==> config.mk <==
export PLATFORM = sky130hd
export DESIGN_NAME = univ_shift_seq
export DESIGN_NICKNAME = d
export VERILOG_FILES = /design/src/rtl/univ_shift_seq.sv
export SDC_FILE = /design/constraint.sdc
export NUM_CORES = 1
export LEC_CHECK = 0
export CAP_MARGIN = 15
export CELL_PAD_IN_SITES_DETAIL_PLACEMENT = 0
export CELL_PAD_IN_SITES_GLOBAL_PLACEMENT = 1
export CORE_MARGIN = 4
export CORE_UTILIZATION = 36
export DETAILED_ROUTE_END_ITERATION = 7
export PLACE_DENSITY_LB_ADDON = 0.25
export SLEW_MARGIN = 0
export SYNTH_ARGS = -nofsm -noshare
export SYNTH_HDL_FRONTEND = slang
export SYNTH_SLANG_ARGS = --single-unit
==> constraint.sdc <==
create_clock -name clk -period 1.75 [get_ports clk]
set_input_delay 0.35 -clock clk [delete_from_list [all_inputs] [get_ports clk]]
set_output_delay 0.35 -clock clk [all_outputs]
set_load 0.05 [all_outputs]
==> src/rtl/univ_shift_seq.sv <==
// ---------------------------------------------------------------------------
// univ_shift_seq
//
// Sequenced universal shift register. A start command either loads parallel
// data, or performs a multi-step shift/rotate of `count` single-bit steps at
// one step per clock. Progress is reported with `busy` (high while stepping)
// and a one-cycle `done` pulse after every accepted command.
//
// Configuration macro:
//   USHIFT_ROTATE_EN  defined   : modes 5 (ROL) and 6 (ROR) rotate.
//                     undefined : rotate logic is not built; modes 5 and 6
//                                 act as HOLD (straight to DONE, no change).
//
// Parameters:
//   WIDTH  data register width (>= 2)
//   CNT_W  width of the step-count input
//
// Ports:
//   clk       in   clock, rising edge
//   reset     in   asynchronous, active-low reset
//   start     in   command strobe, sampled only in IDLE
//   mode      in   [2:0] 0 HOLD, 1 LOAD, 2 SHL, 3 SHR, 4 ASR, 5 ROL, 6 ROR,
//                  7 reserved (HOLD)
//   count     in   [CNT_W-1:0] number of 1-bit steps
//   data_in   in   [WIDTH-1:0] parallel load value
//   sin       in   serial fill bit for SHL/SHR, sampled on every step
//   data_out  out  [WIDTH-1:0] register contents
//   sout      out  bit shifted/rotated out on the most recent step
//   busy      out  high while stepping
//   done      out  one-cycle completion pulse
// ---------------------------------------------------------------------------
module univ_shift_seq #(
    parameter int WIDTH = 16,
    parameter int CNT_W = 5
) (
    input  logic             clk,
    input  logic             reset,
    input  logic             start,
    input  logic [2:0]       mode,
    input  logic [CNT_W-1:0] count,
    input  logic [WIDTH-1:0] data_in,
    input  logic             sin,
    output logic [WIDTH-1:0] data_out,
    output logic             sout,
    output logic             busy,
    output logic             done
);

    typedef enum logic [1:0] {
        ST_IDLE,
        ST_SHIFT,
        ST_DONE
    } state_t;

    typedef enum logic [2:0] {
        OP_HOLD = 3'd0,
        OP_LOAD = 3'd1,
        OP_SHL  = 3'd2,
        OP_SHR  = 3'd3,
        OP_ASR  = 3'd4,
        OP_ROL  = 3'd5,
        OP_ROR  = 3'd6,
        OP_RSVD = 3'd7
    } op_t;

    state_t           state, state_n;
    op_t              op_q, op_n;
    logic [CNT_W-1:0] remaining, remaining_n;
    logic [WIDTH-1:0] data_n;
    logic             sout_n;
    op_t              op_in;

    assign op_in = op_t'(mode);

    // Modes that enter SHIFT when given a non-zero count. Without the rotate
    // build, ROL/ROR fall into the HOLD path and never reach SHIFT.
    function automatic logic is_step_op(input op_t op);
        case (op)
            OP_SHL, OP_SHR, OP_ASR: is_step_op = 1'b1;
`ifdef USHIFT_ROTATE_EN
            OP_ROL, OP_ROR:         is_step_op = 1'b1;
`endif
            default:                is_step_op = 1'b0;
        endcase
    endfunction

    // Next-state and datapath logic.
    always_comb begin
        // NOTE: every variable gets a default first so no path leaves one
        // unassigned; an unassigned path in always_comb would infer a latch.
        state_n     = state;
        op_n        = op_q;
        remaining_n = remaining;
        data_n      = data_out;
        sout_n      = sout;

        case (state)
            ST_IDLE: begin
                if (start) begin
                    if (op_in == OP_LOAD) begin
                        data_n  = data_in;
                        state_n = ST_DONE;
                    end else if (is_step_op(op_in) && (count != '0)) begin
                        op_n        = op_in;
                        remaining_n = count;
                        state_n     = ST_SHIFT;
                    end else begin
                        // HOLD, reserved, disabled rotate, or zero count.
                        state_n = ST_DONE;
                    end
                end
            end

            ST_SHIFT: begin
                case (op_q)
                    OP_SHL: begin
                        data_n = {data_out[WIDTH-2:0], sin};
                        sout_n = data_out[WIDTH-1];
                    end
                    OP_SHR: begin
                        data_n = {sin, data_out[WIDTH-1:1]};
                        sout_n = data_out[0];
                    end
                    OP_ASR: begin
                        data_n = {data_out[WIDTH-1], data_out[WIDTH-1:1]};
                        sout_n = data_out[0];
                    end
`ifdef USHIFT_ROTATE_EN
                    OP_ROL: begin
                        data_n = {data_out[WIDTH-2:0], data_out[WIDTH-1]};
                        sout_n = data_out[WIDTH-1];
                    end
                    OP_ROR: begin
                        data_n = {data_out[0], data_out[WIDTH-1:1]};
                        sout_n = data_out[0];
                    end
`endif
                    default: begin
                        data_n = data_out;
                        sout_n = sout;
                    end
                endcase

                remaining_n = remaining - CNT_W'(1);
                if (remaining == CNT_W'(1)) begin
                    state_n = ST_DONE;
                end
            end

            ST_DONE: begin
                // Any start seen here is dropped, not queued.
                state_n = ST_IDLE;
            end

            default: begin
                state_n = ST_IDLE;
            end
        endcase
    end

    // State and output registers. busy/done are registered decodes of the
    // next state so every output comes straight from a flop.
    always_ff @(posedge clk or negedge reset) begin
        if (!reset) begin
            state     <= ST_IDLE;
            op_q      <= OP_HOLD;
            remaining <= '0;
            data_out  <= '0;
            sout      <= 1'b0;
            busy      <= 1'b0;
            done      <= 1'b0;
        end else begin
            // NOTE: non-blocking assignments here so every register samples
            // the pre-edge values computed above, independent of order.
            state     <= state_n;
            op_q      <= op_n;
            remaining <= remaining_n;
            data_out  <= data_n;
            sout      <= sout_n;
            busy      <= (state_n == ST_SHIFT);
            done      <= (state_n == ST_DONE);
        end
    end

endmodule

### Word-level counts from Yosys, hierarchy flattened

Cells that the tools add are included.

| storage, ports and cells | value |
|---|---|
| register bits | 29 |
| bits in latches | 0 |
| memory bits (writable) | 0 |
| memory bits (read-only) | 0 |
| input port bits | 28 |
| word-level logic and storage cells | 58 |
| memories | 0 |

| operators by class | value |
|---|---|
| add/sub/neg operators | 1 |
| multipliers | 0 |
| div/mod/pow operators | 0 |
| magnitude comparators | 0 |
| equality and inequality tests | 18 |
| shifts and indexed selects | 0 |
| mux-type cells | 18 |
| bitwise logic cells | 1 |
| reduce and logical (&&, ||, !) cells | 12 |

Operators with widths:

| operator | count |
|---|---|
| case mux 16 bit (3 select lines) | 1 |
| two-way mux 16 bit | 2 |
| case mux 16 bit (2 select lines) | 1 |
| two-way mux 5 bit | 3 |
| == test 3 x 2 -> 1 bit (second input constant) | 4 |
| AND reduction 4 bit | 3 |
| inequality test 2 bit (second input constant) | 5 |
| case mux 5 bit (2 select lines) | 1 |
| two-way mux 2 bit | 4 |
| == test 3 bit (second input constant) | 2 |
| == test 5 x 1 -> 1 bit (second input constant) | 1 |
| AND reduction 5 bit | 1 |
| nonzero test 5 bit | 1 |
| subtractor 5 x 1 -> 5 bit (second input constant) | 1 |
| == test 2 x 1 -> 1 bit (second input constant) | 2 |
| two-way mux 1 bit | 4 |
| inequality test 4 x 1 -> 1 bit (second input constant) | 1 |
| case mux 2 bit (2 select lines) | 1 |
| nonzero test 2 bit | 2 |
| == test 3 x 1 -> 1 bit (second input constant) | 1 |
| inequality test 3 x 1 -> 1 bit (second input constant) | 1 |
| OR reduction 3 bit | 1 |
| == test 2 bit (second input constant) | 1 |
| logical NOT 2 bit | 1 |
| other kinds (5) | 5 |

### Logic depth before layout (Yosys ltp)

Gate-level depths: netlist (run 1).

| depth | value |
|---|---|
| depth after elaboration | 12 |
| gate-level depth with buffers | 6 |
| depth with buffers taken out | 6 |

### Worst setup path before layout (run 1)

No wires, ideal clock.

| path | value |
|---|---|
| path type | input -> register |
| start | in mode[1] |
| end | reg remaining[4] |
| library setup time | 0.122 ns |
| arrival | 1.535 ns |
| required time | 1.628 ns |
| slack | 0.093 ns |
| cell stages on the path | 4 |
| cells stage by stage | o21ai_0 -> o211ai_4 -> or4_2 -> o2111a_1 |

| on the way | value |
|---|---|
| word-level cells in the longest chain between the ends | 9 |
| elaborated cells between the ends (all ways) | 13 |

Ends and longest elaborated chain:

| what | RTL line | text |
|---|---|---|
| start: declaration | 39 | `input logic [2:0] mode,` |
| == test 3 x 2 -> 1 bit or == test 3 bit (tied branches) | 78 | `case (op)` |
| OR reduction 3 bit | 78 |  |
| two-way mux 1 bit | 78 |  |
| two-way mux 1 bit | 100 | `if (op_in == OP_LOAD) begin` |
| two-way mux 1 bit | 99 | `if (start) begin` |
| two-way mux 1 bit | 97 | `case (state)` |
| logical AND 1 bit | 103 | `end else if (is_step_op(op_in) && (count != '0)) begin` |
| inequality test 2 bit (no source line) | - |  |
| AND reduction 4 bit (no source line) * | - |  |
| end signal: assignment | 177 | `remaining <= remaining_n;` |
| end: declaration | 68 | `logic [CNT_W-1:0] remaining, remaining_n;` |

Every way passes the cells marked *; elsewhere a longest branch is shown, timed or not. The select of a mux whose other input is x is not followed.
A chain may end at the register's enable or synchronous reset.

### Worst setup path after layout (run 1)

| path | value |
|---|---|
| start | in count[4] |
| end | reg remaining[3] |

| on the way | value |
|---|---|
| word-level cells in the longest chain between the ends | 4 |

Ends and longest elaborated chain:

| what | RTL line | text |
|---|---|---|
| start: declaration | 40 | `input logic [CNT_W-1:0] count,` |
| nonzero test 5 bit | 103 |  |
| logical AND 1 bit | 103 |  |
| inequality test 2 bit (no source line) | - |  |
| AND reduction 4 bit (no source line) | - |  |

No other way between the ends.

==> results.json, run 1 <==
{
  "diodes": 0,
  "grt_pass1_vias": 1578,
  "dp_slack_ns": -0.3547,
  "syn-mean-instance-area_um2": 9.147,
  "fin_crit_ns": 1.631,
  "finalNonFillerCells": 326,
  "powerDensity_nw_per_um2": 2069,
  "layout.core_utilization": 0.5293,
  "cp-start-kind": "input port",
  "place_congestion": 0.7567,
  "num_vias": 1613,
  "drive_above_1_share": 0.2780,
  "fmaxAchievable_ghz": 0.6130,
  "final_area_um2": 2500,
  "finalHoldViolations": 0,
  "fin_crit_sh": 0.9322,
  "worst_setup_path_end_kind": "flop",
  "peakVddDrop_uv": 982.6,
  "final_common_cell": "buf_4",
  "place_inst": 317,
  "place_hpwl_mm": 3.381,
  "setup_violations": 0,
  "final_cell_mix": "42 x buf_4, 30 x nor2_1, 29 x dfrtp_1, 19 x clkdlybuf4s50_1, 17 x o21ai_0",
  "die_w_um": 78.03,
  "slew_violations": 0,
  "die_area_um2": 6089,
  "cts-htree-levels": 2,
  "drcViolationCount": 0,
  "clock-sinks": 29,
  "drt_first_pass_iters": 4,
  "grt_pass1_wl_mm": 7.596,
  "row_count": 25,
  "initial_utilization": 0.3738,
  "rsz0062_at_grt": "no",
  "cts.clk_slew.worst_paths_ns": 0.06,
  "relSlewSlack": 0.6652,
  "numCtsBuffers": 5,
  "crit_required_ns": 1.91,
  "finalWirelength_mm": 4.605,
  "portBuffers": 46,
  "p_leak_nw": 1.133,
  "dpl_cell_area_um2": 2386,
  "netlist_area_um2": 1765,
  "yosys_warnings": 0,
  "slowest_delay_ns": 0.55,
  "arrival_ns": 1.80,
  "worst_pin_slew_ns": 0.4952,
  "fin_ws_ns": 0.1186,
  "detail-route-antenna-nets": 0,
  "syn-num-nets": 223,
  "clkLatencyLatePin_ns": 0.27,
  "syn_inst": 193,
  "timing.hold.ws_ns": 0.4718,
  "overflow": 0,
  "area.growth.synth_to_final_pct": 41.60,
  "drtIter0Drc": 86,
  "chipHeight_um": 78.03,
  "antenna_found_initial": 0,
  "hold_class": "in -> async",
  "critPathMaxFanout": 5,
  "core_um2": 4723,
  "cts_tree": "yes",
  "groute.usage.overall": 0.1544,
  "p_total_mw": 5.173,
  "ys_seq_area_frac": 0.4111,
  "synth_seq_cells": 29,
  "critPathSlowestCell": "or4_4",
  "grt_max_degree": 30,
  "synth.distinct_cells": 42,
  "viasPerCell": 4.948,
  "crit_path_cell_trace": "dlygate4sd2_1 -> or4_4 -> o211ai_4 -> nor3_4 -> a222oi_1",
  "cts_hold_buf": 0,
  "finalSetupTns_ns": 0,
  "clockBufferDepth": 2,
  "maxCapViolCount": 0,
  "root_buffer": "clkbuf_8",
  "skew_ns": 0.004165,
  "nets": 288,
  "status": "finished clean",
  "io_pins": 47,
  "criticalPathCategory": "in -> reg",
  "wl_per_cell_um": 14.13
}
==> power breakdown <==
part	internal (mW)	switching, mW
sequential	1.01	0.278
clock	0.282	0.239
combinational	1.38	1.99
==> cells in the mapped netlist <==
cell type  instances  area (um2)
a222oi_1           1       10.01
nand2b_1          10       62.56
o311a_2            1       11.26
or2_1              1       6.260
nor3b_2            1       12.51
or4_4              1       11.26
o21ai_2            1       8.760
o21ai_0           18       90.09
o2111a_1           1       11.26
ha_1               2       25.02
a22oi_1            1       7.510
or3_1              3       18.77
or4_2              1       8.760
nor2b_1            1       6.260
and2b_1            1       7.510
clkbuf_1           4       15.01
o22ai_1            2       12.51
nand3b_1           2       15.01
nor4b_1            1       8.760
o221ai_1           1       8.760
nand2_1           10       37.54
o31ai_1            8       60.06
xnor2_1            1       8.760
dfrtp_1           29       725.7
o31a_2             1       10.01
a2bb2oi_1          1       8.760
o211ai_1           1       7.510
or2_2              4       25.02
o211ai_4           1       21.27
inv_1              6       22.52
nor3_1             8       40.04
and4_1             1       8.760
a22o_1             1       8.760
a32o_1             6       60.06
and4bb_2           1       12.51
a21oi_1            5       25.02
nor3_2             2       20.02
mux2_2             5       56.30
and3_1             1       6.260
mux2i_1            9       90.09
nor2_1            30       112.6
buf_2              8       40.04
==> cells by family after synthesis <==
logic type,share of synthesized area
and+or+nand+nor,0.2381
adders and majority gates,0.01417
muxes,0.08292
DFF,0.4111
AOI/OAI and AO/OA,0.2048
buffers and inverters,0.04394
xor gates and xnor gates,0.004962
==> worst max-delay path: cells and delay by family <==
| family | cells | cell delay [ns] |
|---|---|---|
| and+or+nand+nor | 2 | 0.63 |
| AOI/OAI and AO/OA | 2 | 0.58 |
| buffers and inverters | 1 | 0.24 |
==> state kept, by name, summed over array words and instances, names as in the netlist <==
| register | cells |
|---|---|
| done | 1 |
| sout | 1 |
| state | 2 |
| op_q | 3 |
| remaining | 5 |
| data_out | 16 |
| busy | 1 |
==> final cells by class <==
type | instances | area (um2)
fill | 463 | 2223
multi-input combinational | 146 | 989.7
sequential | 29 | 725.7
timing repair buffer | 70 | 598.1
tap | 67 | 83.83
clock buffer | 8 | 80.08
inverter | 6 | 22.52
==> routing by layer <==
| layer | up-vias | part of all wire | global-route usage | wire [um] |
|---|---|---|---|---|
| li1 | 823 | - | - | - |
| met1 | 754 | 0.51 | 0.2313 | 2370 |
| met2 | 34 | 0.43 | 0.2209 | 1972 |
| met3 | 2 | 0.054 | 0.04014 | 247 |
| met4 | 0 | 0.0033 | 0.03671 | 15 |
| met5 | - | 0 | 0 | 0 |
==> timing repair <==
item / in CTS / in global routing
setup buffers: 1 / 0
endpoints found under the setup margin: 6 / 12
endpoints found under the hold margin: 0 / 0
pin swaps: 4 / 2
resized for setup: 8 / 6
==> final timing paths <==
check / from / end / slack (ns) / cells past startpoint
worst max-delay path: count[4] / remaining[3] / 0.12 / 5
worst min-delay path: reset / data_out[5] / 0.47 / 2
worst max register to register: op_q[1] / data_out[6] / 0.16 / 6
worst min register to register: data_out[3] / data_out[3] / 0.52 / 1
max in group asynchronous: reset / data_out[1] / 0.99 / 2
min in group clk: start / done / 0.48 / 3
Power figures use the tool's default switching activity.
==> run 2, diff against run 1 <==
--- a/config.mk
+++ b/config.mk
@@ -12,6 +12,7 @@
 export CORE_UTILIZATION = 36
 export DETAILED_ROUTE_END_ITERATION = 7
 export PLACE_DENSITY_LB_ADDON = 0.25
+export SKIP_LAST_GASP = 1
 export SLEW_MARGIN = 0
 export SYNTH_ARGS = -nofsm -noshare
 export SYNTH_HDL_FRONTEND = slang
==> results.json, run 2 (synthesized netlist as in run 1, its figures left out) <==
{
  "status": "finished clean",
  "cts-htree-levels": 2,
  "p_leak_nw": 1.140,
  "row_count": 25,
  "powerDensity_nw_per_um2": 2065,
  "initial_utilization": 0.3738,
  "finalSetupTns_ns": 0,
  "core_um2": 4723,
  "place_congestion": 0.7567,
  "dp_slack_ns": -0.3547,
  "die_area_um2": 6089,
  "grt_pass1_vias": 1578,
  "p_int_mw": 2.657,
  "fin_crit_sh": 0.9467,
  "nets": 288,
  "regArea_um2": 725.7,
  "final_cell_mix": "42 x buf_4, 30 x nor2_1, 29 x dfrtp_1, 19 x clkdlybuf4s50_1, 17 x o21ai_0",
  "clock-sinks": 29,
  "fin_crit_ns": 1.657,
  "cts_tree": "yes",
  "cts_hold_buf": 0,
  "fillCellCount": 462,
  "switching_power_mw": 2.504,
  "grt_pass1_wl_mm": 7.596,
  "place_hpwl_mm": 3.381,
  "drt_first_pass_iters": 4,
  "top_regs": "data_out x16, remaining x5, op_q x3",
  "grt_max_degree": 30,
  "layout.core_utilization": 0.5290,
  "diodes": 0,
  "drive_above_1_share": 0.2741,
  "finalHoldViolations": 0,
  "slew_violations": 0,
  "setup_violations": 0,
  "regMostFlops": "data_out",
  "root_buffer": "clkbuf_8",
  "crit_required_ns": 1.91,
  "groute.usage.overall": 0.1544,
  "num_vias": 1622,
  "detail-route-antenna-nets": 0,
  "antenna_found_initial": 0,
  "die_w_um": 78.03,
  "viasPerCell": 4.975,
  "seqPwrFrac": 0.249,
  "critPathMaxFanout": 5,
  "io_pins": 47,
  "clockBufferDepth": 2,
  "peakVddDrop_uv": 982.4,
  "fmaxAchievable_ghz": 0.6036,
  "maxCapViolCount": 0,
  "dpl_cell_area_um2": 2386,
  "clkLatencyLatePin_ns": 0.27,
  "combPwrFrac": 0.649,
  "multiInputGateArea_um2": 984.7,
  "portBuffers": 46,
  "wl_per_cell_um": 14.12,
  "chipHeight_um": 78.03,
  "worst_setup_path_end_kind": "flop",
  "final_area_um2": 2499,
  "skew_ns": 0.004002,
  "relSlewSlack": 0.6653,
  "switching_share": 0.4851,
  "overflow": 0,
  "arrival_ns": 1.82,
  "drcViolationCount": 0,
  "hold_class": "in -> async",
  "worst_pin_slew_ns": 0.4951,
  "numCtsBuffers": 5,
  "fin_ws_ns": 0.09331,
  "largest_reg_flops": 16,
  "final_common_cell": "buf_4",
  "area.growth.synth_to_final_pct": 41.53,
  "drtIter0Drc": 93,
  "finalWirelength_mm": 4.604,
  "rsz0062_at_grt": "no",
  "cp-start-kind": "input port",
  "power.share.clock": 0.102,
  "cts.clk_slew.worst_paths_ns": 0.06,
  "timing.hold.ws_ns": 0.4690,
  "criticalPathCategory": "in -> reg"
}
run 2: final timing paths:
kind,to,from,slack [ns],cells past startpoint
hold reg to reg,data_out[3],data_out[3],0.52,1
setup / recovery,remaining[3],count[4],0.09,5
hold / removal,data_out[5],reset,0.47,2
setup reg to reg,remaining[2],state[1],0.16,4
min in group clk,done,start,0.47,3
max in group asynchronous,data_out[1],reset,1.00,2
run 2: critical path: stages:
cell and delay, ns:
dlygate4sd2_1 0.24, or4_4 0.55, o211ai_4 0.26, nor3_4 0.09, a222oi_1 0.33
run 2: routing by layer:
metal  vias to the layer above  GRT usage  wire length, um  part of all wire
met5                         -          0                0                 0
met4                         0    0.03671               15            0.0033
met3                         2    0.04014              261             0.057
met2                        41     0.2209             1934              0.42
met1                       750     0.2313             2392              0.52
li1                        829          -                -                 -
run 2: metrics by stage:
step,total power [mW],instances
2_1_floorplan,3.559,193
4_1_cts,5.173,326
3_5_place_dp,4.617,317
5_1_grt,5.525,326
3_3_place_gp,4.613,317
6_report,5.160,326
run 2: timing repair:
action	in CTS	in global routing
gates resized for setup	7	6
pin swaps	4	4
endpoints found under the setup margin	6	17
setup buffers	1	0
run 2: power by group through the flow:
stage | combinational [mW] | clock (mW) | sequential (mW)
after global placement | 3.31 | 0 | 1.30
final | 3.35 | 0.525 | 1.29
after detailed placement | 3.32 | 0 | 1.30
after global routing | 3.61 | 0.569 | 1.35
after floorplan | 1.59 | 0 | 1.97
after CTS | 3.34 | 0.542 | 1.29
run 2: layout make-up:
class,instances,share of cell area
inverters,6,0.009014
multi-input cells,146,0.3941
flip-flops and latches,29,0.2904
clock buffers,8,0.03205
well taps,67,0.03355
repair buffers,70,0.2409
==> run 3, diff against run 2 <==
--- a/config.mk
+++ b/config.mk
@@ -13,7 +13,7 @@
 export DETAILED_ROUTE_END_ITERATION = 7
 export PLACE_DENSITY_LB_ADDON = 0.25
 export SKIP_LAST_GASP = 1
-export SLEW_MARGIN = 0
+export SLEW_MARGIN = 5
 export SYNTH_ARGS = -nofsm -noshare
 export SYNTH_HDL_FRONTEND = slang
 export SYNTH_SLANG_ARGS = --single-unit
==> results of run 3 <==
Final layout, timing and power as in run 2 (identical DEF).
